===== config.mk =====
export PLATFORM = sky130hd
export DESIGN_NAME = idct_feed_ctrl_flat
export DESIGN_NICKNAME = d
export VERILOG_FILES = /design/src/rtl/idct_feed_ctrl_pkg.sv /design/src/rtl/idct_feed_ctrl_if.sv /design/src/rtl/idct_feed_ctrl_lane_skew.sv /design/src/rtl/idct_feed_ctrl.sv /design/src/flat_wrapper.sv
export SDC_FILE = /design/constraint.sdc
export NUM_CORES = 1
export LEC_CHECK = 0
export CAP_MARGIN = 20
export CORE_MARGIN = 2
export CORE_UTILIZATION = 41
export DETAILED_ROUTE_END_ITERATION = 6
export PLACE_DENSITY = 0.65
export SLEW_MARGIN = 30
export SYNTH_ARGS = -nofsm -noshare
export SYNTH_HDL_FRONTEND = slang
export SYNTH_SLANG_ARGS = --single-unit

===== constraint.sdc =====
create_clock -name clk -period 4.15 [get_ports clk]
set_input_delay 0.83 -clock clk [delete_from_list [all_inputs] [get_ports clk]]
set_output_delay 0.83 -clock clk [all_outputs]
set_load 0.02 [all_outputs]

===== src/rtl/idct_feed_ctrl_pkg.sv =====
// Shared parameters, state encoding and timing constants for the IDCT feed sequencer.
// IDCT_FEED_MARKER_EN adds a per-lane header word and shifts the result window by one cycle.
package idct_pkg;

  localparam int DW        = 16;
  localparam int N         = 4;
  localparam int ROWS      = 4;
  localparam int OW        = 24;
  localparam int ARRAY_LAT = 4;
  localparam int OUT_BEATS = 4;

  localparam logic [DW-1:0] IDCT_MARKER = 16'd1;

`ifdef IDCT_FEED_MARKER_EN
  localparam int FEED_LEN  = ROWS + N;
  localparam int WIN_START = ARRAY_LAT + 1;
`else
  localparam int FEED_LEN  = ROWS + N - 1;
  localparam int WIN_START = ARRAY_LAT;
`endif

  localparam int WIN_END = WIN_START + OUT_BEATS;
  localparam int RW      = $clog2(ROWS);
  localparam int FW      = $clog2(FEED_LEN);
  localparam int TW      = $clog2(WIN_END + 1);

  typedef enum logic [1:0] {IDLE, LOAD, FEED, DRAIN} state_e;

endpackage


===== src/rtl/idct_feed_ctrl_if.sv =====
// Row input stream and qualified result stream of the IDCT feed sequencer.
interface idct_feed_ctrl_if;
  import idct_pkg::*;

  logic            in_valid;
  logic            in_ready;
  logic [N*DW-1:0] in_row;
  logic [OW-1:0]   out_data;
  logic            out_valid;
  logic            out_last;

  modport master (output in_valid, in_row, input in_ready, out_data, out_valid, out_last);
  modport slave  (input in_valid, in_row, output in_ready, out_data, out_valid, out_last);

endinterface


===== src/rtl/idct_feed_ctrl_lane_skew.sv =====
// One array lane: picks the buffered row for this lane's skewed time slot and registers it.
// IDCT_FEED_MARKER_EN inserts IDCT_MARKER at t=K and delays the data by one slot.
module idct_lane_skew
  import idct_pkg::*;
#(
  parameter int K = 0
)
(
  input  logic          clk,
  input  logic          reset,
  input  logic          active,
  input  logic [FW-1:0] t,
  input  logic [DW-1:0] col [ROWS],
  output logic [DW-1:0] d_out
);

  localparam logic [FW:0] K_EXT = (FW+1)'(K);

  // Extra top bit flags t < K so no compare degenerates to a constant for lane 0.
  logic [FW:0]   dif;
  logic [DW-1:0] sel;

  always_comb begin
    sel = '0;
    dif = {1'b0, t} - K_EXT;
`ifdef IDCT_FEED_MARKER_EN
    if (dif == '0)
      sel = IDCT_MARKER;
    else if (!dif[FW] && (dif[FW-1:0] <= FW'(ROWS)))
      sel = col[RW'(dif[FW-1:0] - FW'(1))];
`else
    if (!dif[FW] && (dif[FW-1:0] < FW'(ROWS)))
      sel = col[dif[RW-1:0]];
`endif
  end

  always_ff @(posedge clk or negedge reset) begin
    if (!reset) d_out <= '0;
    else        d_out <= active ? sel : '0;
  end

endmodule


===== src/rtl/idct_feed_ctrl.sv =====
// Buffers a 4x4 coefficient block, feeds it diagonally skewed into the systolic array
// and qualifies the array result window. IDCT_FEED_MARKER_EN selects the header-word variant.
//
//  state | meaning
//  IDLE  | waiting for the first row of a block
//  LOAD  | collecting rows 1..ROWS-1 into the buffer
//  FEED  | driving skewed lanes, one feed slot per cycle
//  DRAIN | feed done, waiting for the last result beat
module idct_feed_ctrl
  import idct_pkg::*;
(
  input  logic                clk,
  input  logic                reset,
  idct_feed_ctrl_if.slave     bus,
  output logic [DW-1:0]       d_in_1,
  output logic [DW-1:0]       d_in_2,
  output logic [DW-1:0]       d_in_3,
  output logic [DW-1:0]       d_in_4,
  output logic                feed_valid,
  input  logic [OW-1:0]       arr_dout,
  output logic                busy
);

  state_e          state_q, state_d;
  logic [RW-1:0]   row_cnt;
  logic [FW-1:0]   fcnt;
  logic [TW-1:0]   tcnt;
  logic [N*DW-1:0] row_buf [ROWS];

  logic in_ready_c, busy_c, accept, feeding, running, feed_last, in_win, win_last;

  always_comb begin
    state_d    = state_q;
    in_ready_c = 1'b0;
    busy_c     = 1'b1;
    unique case (state_q)
      IDLE: begin
        in_ready_c = 1'b1;
        busy_c     = 1'b0;
        if (bus.in_valid) state_d = LOAD;
      end
      LOAD: begin
        in_ready_c = 1'b1;
        if (bus.in_valid && (row_cnt == RW'(ROWS-1))) state_d = FEED;
      end
      FEED:    if (feed_last) state_d = DRAIN;
      DRAIN:   if (bus.out_last) state_d = IDLE;
      default: state_d = IDLE;
    endcase
  end

  assign bus.in_ready = in_ready_c;
  assign busy         = busy_c;
  assign accept       = bus.in_valid && in_ready_c;
  assign feeding      = (state_q == FEED);
  assign running      = (state_q == FEED) || (state_q == DRAIN);
  assign feed_last    = (fcnt == FW'(FEED_LEN-1));
  // tcnt of this cycle becomes the output-side slot index after the register stage.
  assign in_win       = (tcnt >= TW'(WIN_START)) && (tcnt < TW'(WIN_END));
  assign win_last     = (tcnt == TW'(WIN_END-1));

  always_ff @(posedge clk or negedge reset) begin
    if (!reset) begin
      state_q       <= IDLE;
      row_cnt       <= '0;
      fcnt          <= '0;
      tcnt          <= '0;
      feed_valid    <= 1'b0;
      bus.out_valid <= 1'b0;
      bus.out_last  <= 1'b0;
      bus.out_data  <= '0;
      for (int i = 0; i < ROWS; i++) row_buf[i] <= '0;
    end else begin
      state_q <= state_d;
      if (accept) begin
        row_buf[row_cnt] <= bus.in_row;
        row_cnt          <= (row_cnt == RW'(ROWS-1)) ? '0 : row_cnt + RW'(1);
      end
      fcnt          <= (feeding && !feed_last) ? fcnt + FW'(1) : '0;
      tcnt          <= running ? tcnt + TW'(1) : '0;
      feed_valid    <= feeding;
      bus.out_valid <= running && in_win;
      bus.out_last  <= running && win_last;
      bus.out_data  <= (running && in_win) ? arr_dout : '0;
    end
  end

  logic [DW-1:0] lane_col [N][ROWS];
  logic [DW-1:0] lane_out [N];

  for (genvar k = 0; k < N; k++) begin : g_lane
    for (genvar r = 0; r < ROWS; r++) begin : g_col
      assign lane_col[k][r] = row_buf[r][k*DW +: DW];
    end
    idct_lane_skew #(.K(k)) u_lane (
      .clk    (clk),
      .reset  (reset),
      .active (feeding),
      .t      (fcnt),
      .col    (lane_col[k]),
      .d_out  (lane_out[k])
    );
  end

  assign d_in_1 = lane_out[0];
  assign d_in_2 = lane_out[1];
  assign d_in_3 = lane_out[2];
  assign d_in_4 = lane_out[3];

endmodule


===== src/flat_wrapper.sv =====
// flat-port wrapper written by rule: the top's interface ports become plain ports
module idct_feed_ctrl_flat import idct_pkg::*;
  (clk, reset, d_in_1, d_in_2, d_in_3, d_in_4, feed_valid, arr_dout, busy, bus_in_valid, bus_in_row, bus_in_ready, bus_out_data, bus_out_valid, bus_out_last);
  idct_feed_ctrl_if bus_i ();
  input  logic clk;
  input  logic reset;
  output logic [DW-1:0] d_in_1;
  output logic [DW-1:0] d_in_2;
  output logic [DW-1:0] d_in_3;
  output logic [DW-1:0] d_in_4;
  output logic feed_valid;
  input  logic [OW-1:0] arr_dout;
  output logic busy;
  input wire logic [$bits(bus_i.in_valid)-1:0] bus_in_valid;
  input wire logic [$bits(bus_i.in_row)-1:0] bus_in_row;
  output wire logic [$bits(bus_i.in_ready)-1:0] bus_in_ready;
  output wire logic [$bits(bus_i.out_data)-1:0] bus_out_data;
  output wire logic [$bits(bus_i.out_valid)-1:0] bus_out_valid;
  output wire logic [$bits(bus_i.out_last)-1:0] bus_out_last;
  assign bus_i.in_valid = bus_in_valid;
  assign bus_i.in_row = bus_in_row;
  assign bus_in_ready = bus_i.in_ready;
  assign bus_out_data = bus_i.out_data;
  assign bus_out_valid = bus_i.out_valid;
  assign bus_out_last = bus_i.out_last;
  idct_feed_ctrl u_core (.clk(clk), .reset(reset), .bus(bus_i), .d_in_1(d_in_1), .d_in_2(d_in_2), .d_in_3(d_in_3), .d_in_4(d_in_4), .feed_valid(feed_valid), .arr_dout(arr_dout), .busy(busy));
endmodule

# [After elaboration in Yosys (flattened, before gate mapping)]
# Cells that the tools add are included.
[op_classes] n_addsub=6 order_cmp=12 eq_ne=10 n_mux=34 bitwise_logic=5 n_reduce_logical=18
[ops] operator="256-bit bitwise mux" n=1
[ops] operator="16-bit two-way mux" n=16
[ops] operator="16-bit binary-select mux with 2-bit select" n=4
[ops] operator="64-bit demux with 2-bit select" n=1
[ops] operator="64-bit two-way mux" n=1
[ops] operator="24-bit two-way mux" n=1
[ops] operator="3-bit greater-or-equal comparator, second input constant" n=5
[ops] operator="2-bit inverter with 3-bit output" n=5
[ops] operator="3-bit less-than comparator, second input constant" n=4
[ops] operator="1-bit logical AND" n=10
[ops] operator="2-bit two-way mux" n=5
[ops] operator="2-bit case mux with 4 select lines" n=1
[ops] operator="3-bit by 2-bit subtractor with 4-bit output, second input constant" n=2
[ops] operator="2-bit equality test, second input constant" n=3
[ops] operator="4-bit by 1-bit adder with 4-bit output, second input constant" n=1
[ops] operator="4-bit by 3-bit equality test with 1-bit output, second input constant" n=1
[ops] operator="4-bit by 3-bit greater-or-equal comparator with 1-bit output, second input constant" n=1
[ops] operator="1-bit logical NOT" n=4
[ops] operator="4-bit less-than comparator, second input constant" n=1
[ops] operator="4-bit two-way mux" n=1
[ops] operator="2-bit by 1-bit != test with 1-bit output, second input constant" n=2
[ops] operator="2-bit != test, second input constant" n=2
[ops] operator="4-bit AND reduction" n=1
[ops] operator="3-bit by 1-bit subtractor with 4-bit output, second input constant" n=1
[ops] operator="other kinds (10)" n=11
[word_totals] register_bits=358 output_inout_bits=93

# [Logic depth before layout (Yosys ltp)]
[depth] ltp_word=7 mapped_depth=9

# [Cells and area by module]
# Synthesis repeated with hierarchy kept, for this count alone.
[hier_totals] hier_cells=920 area_unflattened_um2=16041.6
[by_module_without_submodules] mod="idct_feed_ctrl" n_inst=1 cells_each=653 area_each_um2=12077.8 seq_area_each_um2=7357.1
[by_module_without_submodules] mod="idct_lane_skew at u_core.g_lane[3].u_lane" n_inst=1 cells_each=61 area_each_um2=1041.0 seq_area_each_um2=400.4
[by_module_without_submodules] mod="idct_lane_skew at u_core.g_lane[1].u_lane" n_inst=1 cells_each=61 area_each_um2=1032.2 seq_area_each_um2=400.4
[by_module_without_submodules] mod="idct_lane_skew at u_core.g_lane[0].u_lane" n_inst=1 cells_each=73 area_each_um2=960.9 seq_area_each_um2=400.4
[by_module_without_submodules] mod="idct_lane_skew at u_core.g_lane[2].u_lane" n_inst=1 cells_each=72 area_each_um2=929.6 seq_area_each_um2=400.4

# [Worst setup path before layout]
# OpenSTA, ideal clock, no wires.
[synth_timing] path_kind="register to register" start="register u_core.fcnt[1]" end="register u_core.g_lane[3].u_lane.d_out[1]" setup_ps=135 t_arrival_ps=2106 setup_slack_ps=1909 stages_incl_launch_ff=9 n_path_buf=4 synth_period_minus_slack_ps=2241 path_cell_list="dfrtp_1 > clkbuf_1 > buf_2 > inv_1 > ha_1 > clkbuf_2 > buf_1 > mux4_2 > nor2b_1"
[synth_between] elab_chain_cells=7 elab_cells_between_ends=10 cone_classes="1 x add/sub; 1 x order compare; 5 x mux; 1 x bitwise; 2 x reduce/logical"
[synth_lines] item="from (decl)" line="idct_feed_ctrl.sv:26" text="logic [FW-1:0] fcnt;"
[synth_lines] item="from (signal assigned)" line="idct_feed_ctrl.sv:79" text="fcnt <= (feeding && !feed_last) ? fcnt + FW'(1) : '0;"
[synth_lines] item="3-bit by 2-bit subtractor with 4-bit output (*)" line="idct_feed_ctrl_lane_skew.sv:25" text="dif = {1'b0, t} - K_EXT;"
[synth_lines] item="2-bit inverter with 3-bit output (implied by the code)" line="idct_feed_ctrl_lane_skew.sv:33" text="sel = col[dif[RW-1:0]];"
[synth_lines] item="16-bit binary-select mux with 2-bit select" line="idct_feed_ctrl_lane_skew.sv:33"
[synth_lines] item="16-bit two-way mux (implied by the code) (2 in series)" line="idct_feed_ctrl_lane_skew.sv:33"
[synth_lines] item="16-bit two-way mux (*)" line="idct_feed_ctrl_lane_skew.sv:32" text="if (!dif[FW] && (dif[FW-1:0] < FW'(ROWS)))"
[synth_lines] item="16-bit two-way mux (*)" line="idct_feed_ctrl_lane_skew.sv:39" text="else d_out <= active ? sel : '0;"
[synth_lines] item="to (signal assigned)" line="idct_feed_ctrl_lane_skew.sv:39"
[synth_lines] item="to (decl)" line="idct_feed_ctrl_lane_skew.sv:14" text="output logic [DW-1:0] d_out"
# Every way passes the cells marked *; elsewhere a longest branch is shown, timed or not. The select of a mux whose other input is x is not followed.
# A chain may end at the register's enable or synchronous reset.

# [Worst setup path in the final report]
[layout_timing] start="register u_core.state_q[0]" end="output bus_in_ready"
[layout_between] elab_chain_cells=3 elab_cells_between_ends=4 cone_classes="1 x eq/ne; 1 x mux; 2 x reduce/logical"
[layout_lines] item="from (decl)" line="idct_feed_ctrl.sv:24" text="state_e state_q, state_d;"
[layout_lines] item="from (signal assigned)" line="idct_feed_ctrl.sv:74" text="state_q <= state_d;"
[layout_lines] item="2-bit by 1-bit equality test with 1-bit output / 2-bit logical NOT (equally long branches)" line="idct_feed_ctrl.sv:36" text="unique case (state_q)"
[layout_lines] item="2-bit OR reduction (no line) (*)"
[layout_lines] item="1-bit two-way mux (*)" line="idct_feed_ctrl.sv:36"
[layout_lines] item="to (decl)" line="flat_wrapper.sv:16" text="output wire logic [$bits(bus_i.in_ready)-1:0] bus_in_ready;"
# Every way passes the cells marked *; elsewhere a longest branch is shown, timed or not.

==> PnR_summary.wiki <==
{| class="wikitable"
! Metric !! Value
|-
| Run status || completed
|-
| Post-synthesis instance area || 0.0159 mm^2
|-
| Syn_nets || roughly 1000
|-
| Unrepaired setup endpoints after global routing || false
|-
| Adder and majority gate portion of the synthesized area || roughly 1.2%
|-
| Count of warnings emitted by yosys || 0
|-
| Area share of the largest cell type after synthesis || a little under three fifths
|-
| Setup WS pre-CTS || about 1.4 ns
|-
| Pwr/cell area || 745 mW/mm^2
|-
| Leading cell types by total area after synthesis || dfrtp_1 (56%), mux2_4 (23%), mux4_2 (9.1%), buf_12 (3.1%), nor2b_1 (1.3%)
|-
| Total clock buffers created by CTS || 39
|-
| Worst Hold Class || in2async
|-
| Routability-driven placement congestion ratio || 0.719
|-
| H-tree depth || 2
|-
| First-pass detailed-route iteration total || 4
|-
| Synth Area per Inst || 18.0 um^2
|-
| Setup repair bufs after CTS || 0
|-
| Cell chain of the critical path || inv_1 -> ha_1 -> or2_4 -> clkdlybuf4s50_1
|-
| Met1 track utilization from global routing || 23.5%
|-
| Met2 routing resource usage after global routing || 26.3%
|-
| Largest net degree at the start of global routing || 95
|-
| GRT busiest layer || met2
|-
| CTS tree || yes
|-
| Required arrival time at the worst endpoint || ~3.3 ns
|-
| Cell at the root of the clock tree || clkbuf_16
|-
| Distinct cells, synth || 35
|-
| Cell count after synthesis || ~880
|-
| Number of buffers inserted by port buffering || 183
|-
| Detailed-placement wirelength estimate || approximately 19000 um
|-
| Sum of routed wire length over all layers || around 33000 um
|-
| GRT Util Overall || about 17%
|-
| Total number of placement rows || 72
|-
| Die W || 201 um
|-
| Synth area leader || dfrtp_1
|-
| Count of hold buffers inserted by post-cts repair || 0
|-
| Xor and xnor area share after synthesis || 0.220%
|-
| Aggregate global routing overflow || 0
|-
| Critical-path cell with the highest stage delay || clkdlybuf4s50_1
|-
| Post-synthesis async set-or-reset flop share || 100%
|-
| Kind of cell adding the most delay to the critical path || buffers and inverters
|-
| # fillers || about 3200
|-
| EDFF count, synth || 0
|-
| P&R area growth vs syn || 20.7%
|-
| Layout cells sized above 1 || between 30% and 40%
|-
| Starting density of the core || roughly 41%
|-
| Number of antenna violations at the first check in global routing || 0
|-
| Main combinational cell family by area after synthesis || multiplexers
|-
| Slew @ Worst Pin || between 0.8 and 0.9 ns
|-
| Antenna-violating nets left || 0
|-
| Setup violations, final || 0
|-
| Arrival time of the worst setup path || around 2 ns
|-
| Most common cell in the synthesized netlist || dfrtp_1
|-
| Vias in the first global route || between 8000 and 9000
|-
| Max transition margin || ~44%
|-
| Slowest cell delay on critical path || 0.55 ns
|-
| WS Path Type || reg2out
|-
| Setup total negative slack || 0 ns
|-
| Standby leakage power || a little over 9 nW
|-
| Largest fanout on the critical path || 4
|-
| Global-route wire length before repair || 52700 um
|-
| Final worst clock skew || 0.0113 ns
|-
| Design area || 0.0192 mm^2
|-
| Clock network latency to the later pin of the worst-skew pair || about 0.54 ns
|-
| Synthesized-area fraction occupied by and/or/nand/nor cells || approximately 4.8%
|-
| Total I/O pin count || 184
|-
| Placed inst area || ~0.018 mm^2
|-
| Share of the synthesized area in compound gates (AO/OA/AOI/OAI) || less than 1%
|-
| Final worst-path cycle share || between 60 and 70%
|-
| Hold_ws || 0.301 ns
|-
| Met3 routing resource usage after global routing || roughly 3%
|-
| Fin. max-slew vios || 0
|-
| Crit end category || primary output
|-
| Maxcap violations || 0
|-
| Die Outline Area || between 0.04 and 0.05 mm^2
|-
| Most common library cells after synthesis || dfrtp_1 (358), mux2_4 (240), mux4_2 (64), nor2b_1 (34), and3_1 (33)
|-
| Maximum vdd drop || roughly 0.34 mV
|-
| Count of routing violations after the opening detailed-route iteration || between 400 and 500
|-
| Total power after layout || roughly 14 mW
|-
| Multiplexer share of the synthesized area || about 33%
|-
| Vias || 7958
|-
| Yosys reg bits || approximately 360
|-
| Net total in the final layout || 1168
|-
| Clock sinks || between 300 and 400
|-
| Sequential element share of the synthesized area || a little under three fifths
|-
| Worst setup slack after layout || about 1.3 ns
|-
| Average routed wire per standard cell || roughly 21 um
|-
| Buffer depth of the longest clock path || 3
|-
| Element type at the critical path start || register
|-
| Register clock-pin slew on the reported worst setup and hold paths || roughly 0.060 ns
|-
| Critical path buffers and inverters || 2
|-
| DRC viols || 0
|-
| Placeable core area || 0.0385 mm^2
|-
| Routed via count divided by cell count || approximately 4.9
|-
| Upper clock frequency limit || ~350 MHz
|-
| Post-CTS Resized || 0
|-
| Die Y-Extent || ~200 um
|-
| Final hold violations || 0
|-
| Shortest period the worst path allows || slightly below 3 ns
|-
| Most used flip-flop cell after synthesis || dfrtp_1
|}
cell type report:
type	instances	area (um^2)	area share, %
flip-flops and latches	358	8960	46.7
multi-input cells	465	6300	32.8
repair buffers	190	1930	10.0
clock buffers	56	1150	5.99
well taps	518	648	3.38
clock inverters	13	180	0.938
inverters	8	30.0	0.156
diodes	1	2.50	0.0130
path summary, 6_finish.rpt:
check | start | endpoint | slack [ns] | cells past startpoint
worst max register to register | u_core.state_q[0] | u_core.lane_col[225] | 1.73 | 6
worst max-delay path | u_core.state_q[0] | bus_in_ready | 1.27 | 4
min in group clk | u_core.tcnt[0] | u_core.tcnt[0] | 0.46 | 1
max in group asynchronous | reset | u_core.lane_col[197] | 2.81 | 2
worst min-delay path | reset | u_core.bus.out_data[15] | 0.30 | 1
worst min register to register | u_core.tcnt[0] | u_core.tcnt[0] | 0.46 | 1
cells by family (layout without fill, tap and decap cells):
group | after synthesis | count (layout)
muxes | 321 | 321
other | 0 | 1
xor gates and xnor gates | 4 | 4
AOI/OAI and AO/OA | 7 | 7
adders and majority gates | 15 | 15
and+or+nand+nor | 118 | 118
buffers and inverters | 59 | 267
DFF | 358 | 358
per-stage QoR:
step / cells / utilization (%)
after floorplan: 882 / -
after global placement: 1539 / 46.4
after detailed placement: 1539 / 46.4
after CTS: 1608 / 49.9
after global routing: 1608 / 49.9
final: 1609 / 49.9
cells in the final DEF, fill, tap and decap left out, drive strengths merged, types with 2 or more instances in the layout:
master	n
nand2	11
nor2	8
and3	33
bufinv	4
ha	15
buf	8
and2	26
mux2	257
mux4	64
inv	12
nor2b	34
dfrtp	358
o21ai	3
clkbuf	56
clkdlybuf4s50	182
clkinv	5
xor2	2
xnor2	2
state kept, by name (all words and copies together), names as in the netlist:
signal                      count
u_core.tcnt                     4
u_core.row_cnt                  2
u_core.lane_col               256
u_core.state_q                  2
u_core.g_lane.u_lane.d_out     64
u_core.feed_valid               1
u_core.bus.out_last             1
u_core.fcnt                     3
u_core.bus.out_valid            1
u_core.bus.out_data            24
report_power, final:
group / total [mW] / leakage, nW / internal (mW) / switching [mW]
registers: 5.69 / 4.49 / 4.91 / 0.782
clock network: 3.58 / 0.661 / 2.18 / 1.41
logic: 5.02 / 3.97 / 3.33 / 1.69
total: 14.3 / 9.12 / 10.4 / 3.88
metal layers:
| metal | routed length [um] | share of wire [%] | up-vias |
|---|---|---|---|
| li1 | - | - | 3512 |
| met1 | 15100 | 46 | 4255 |
| met2 | 15700 | 47 | 145 |
| met3 | 1590 | 4.8 | 46 |
| met4 | 644 | 2.0 | 0 |
| met5 | 0 | 0 | - |
No activity file was read; power rests on OpenSTA's default activity.
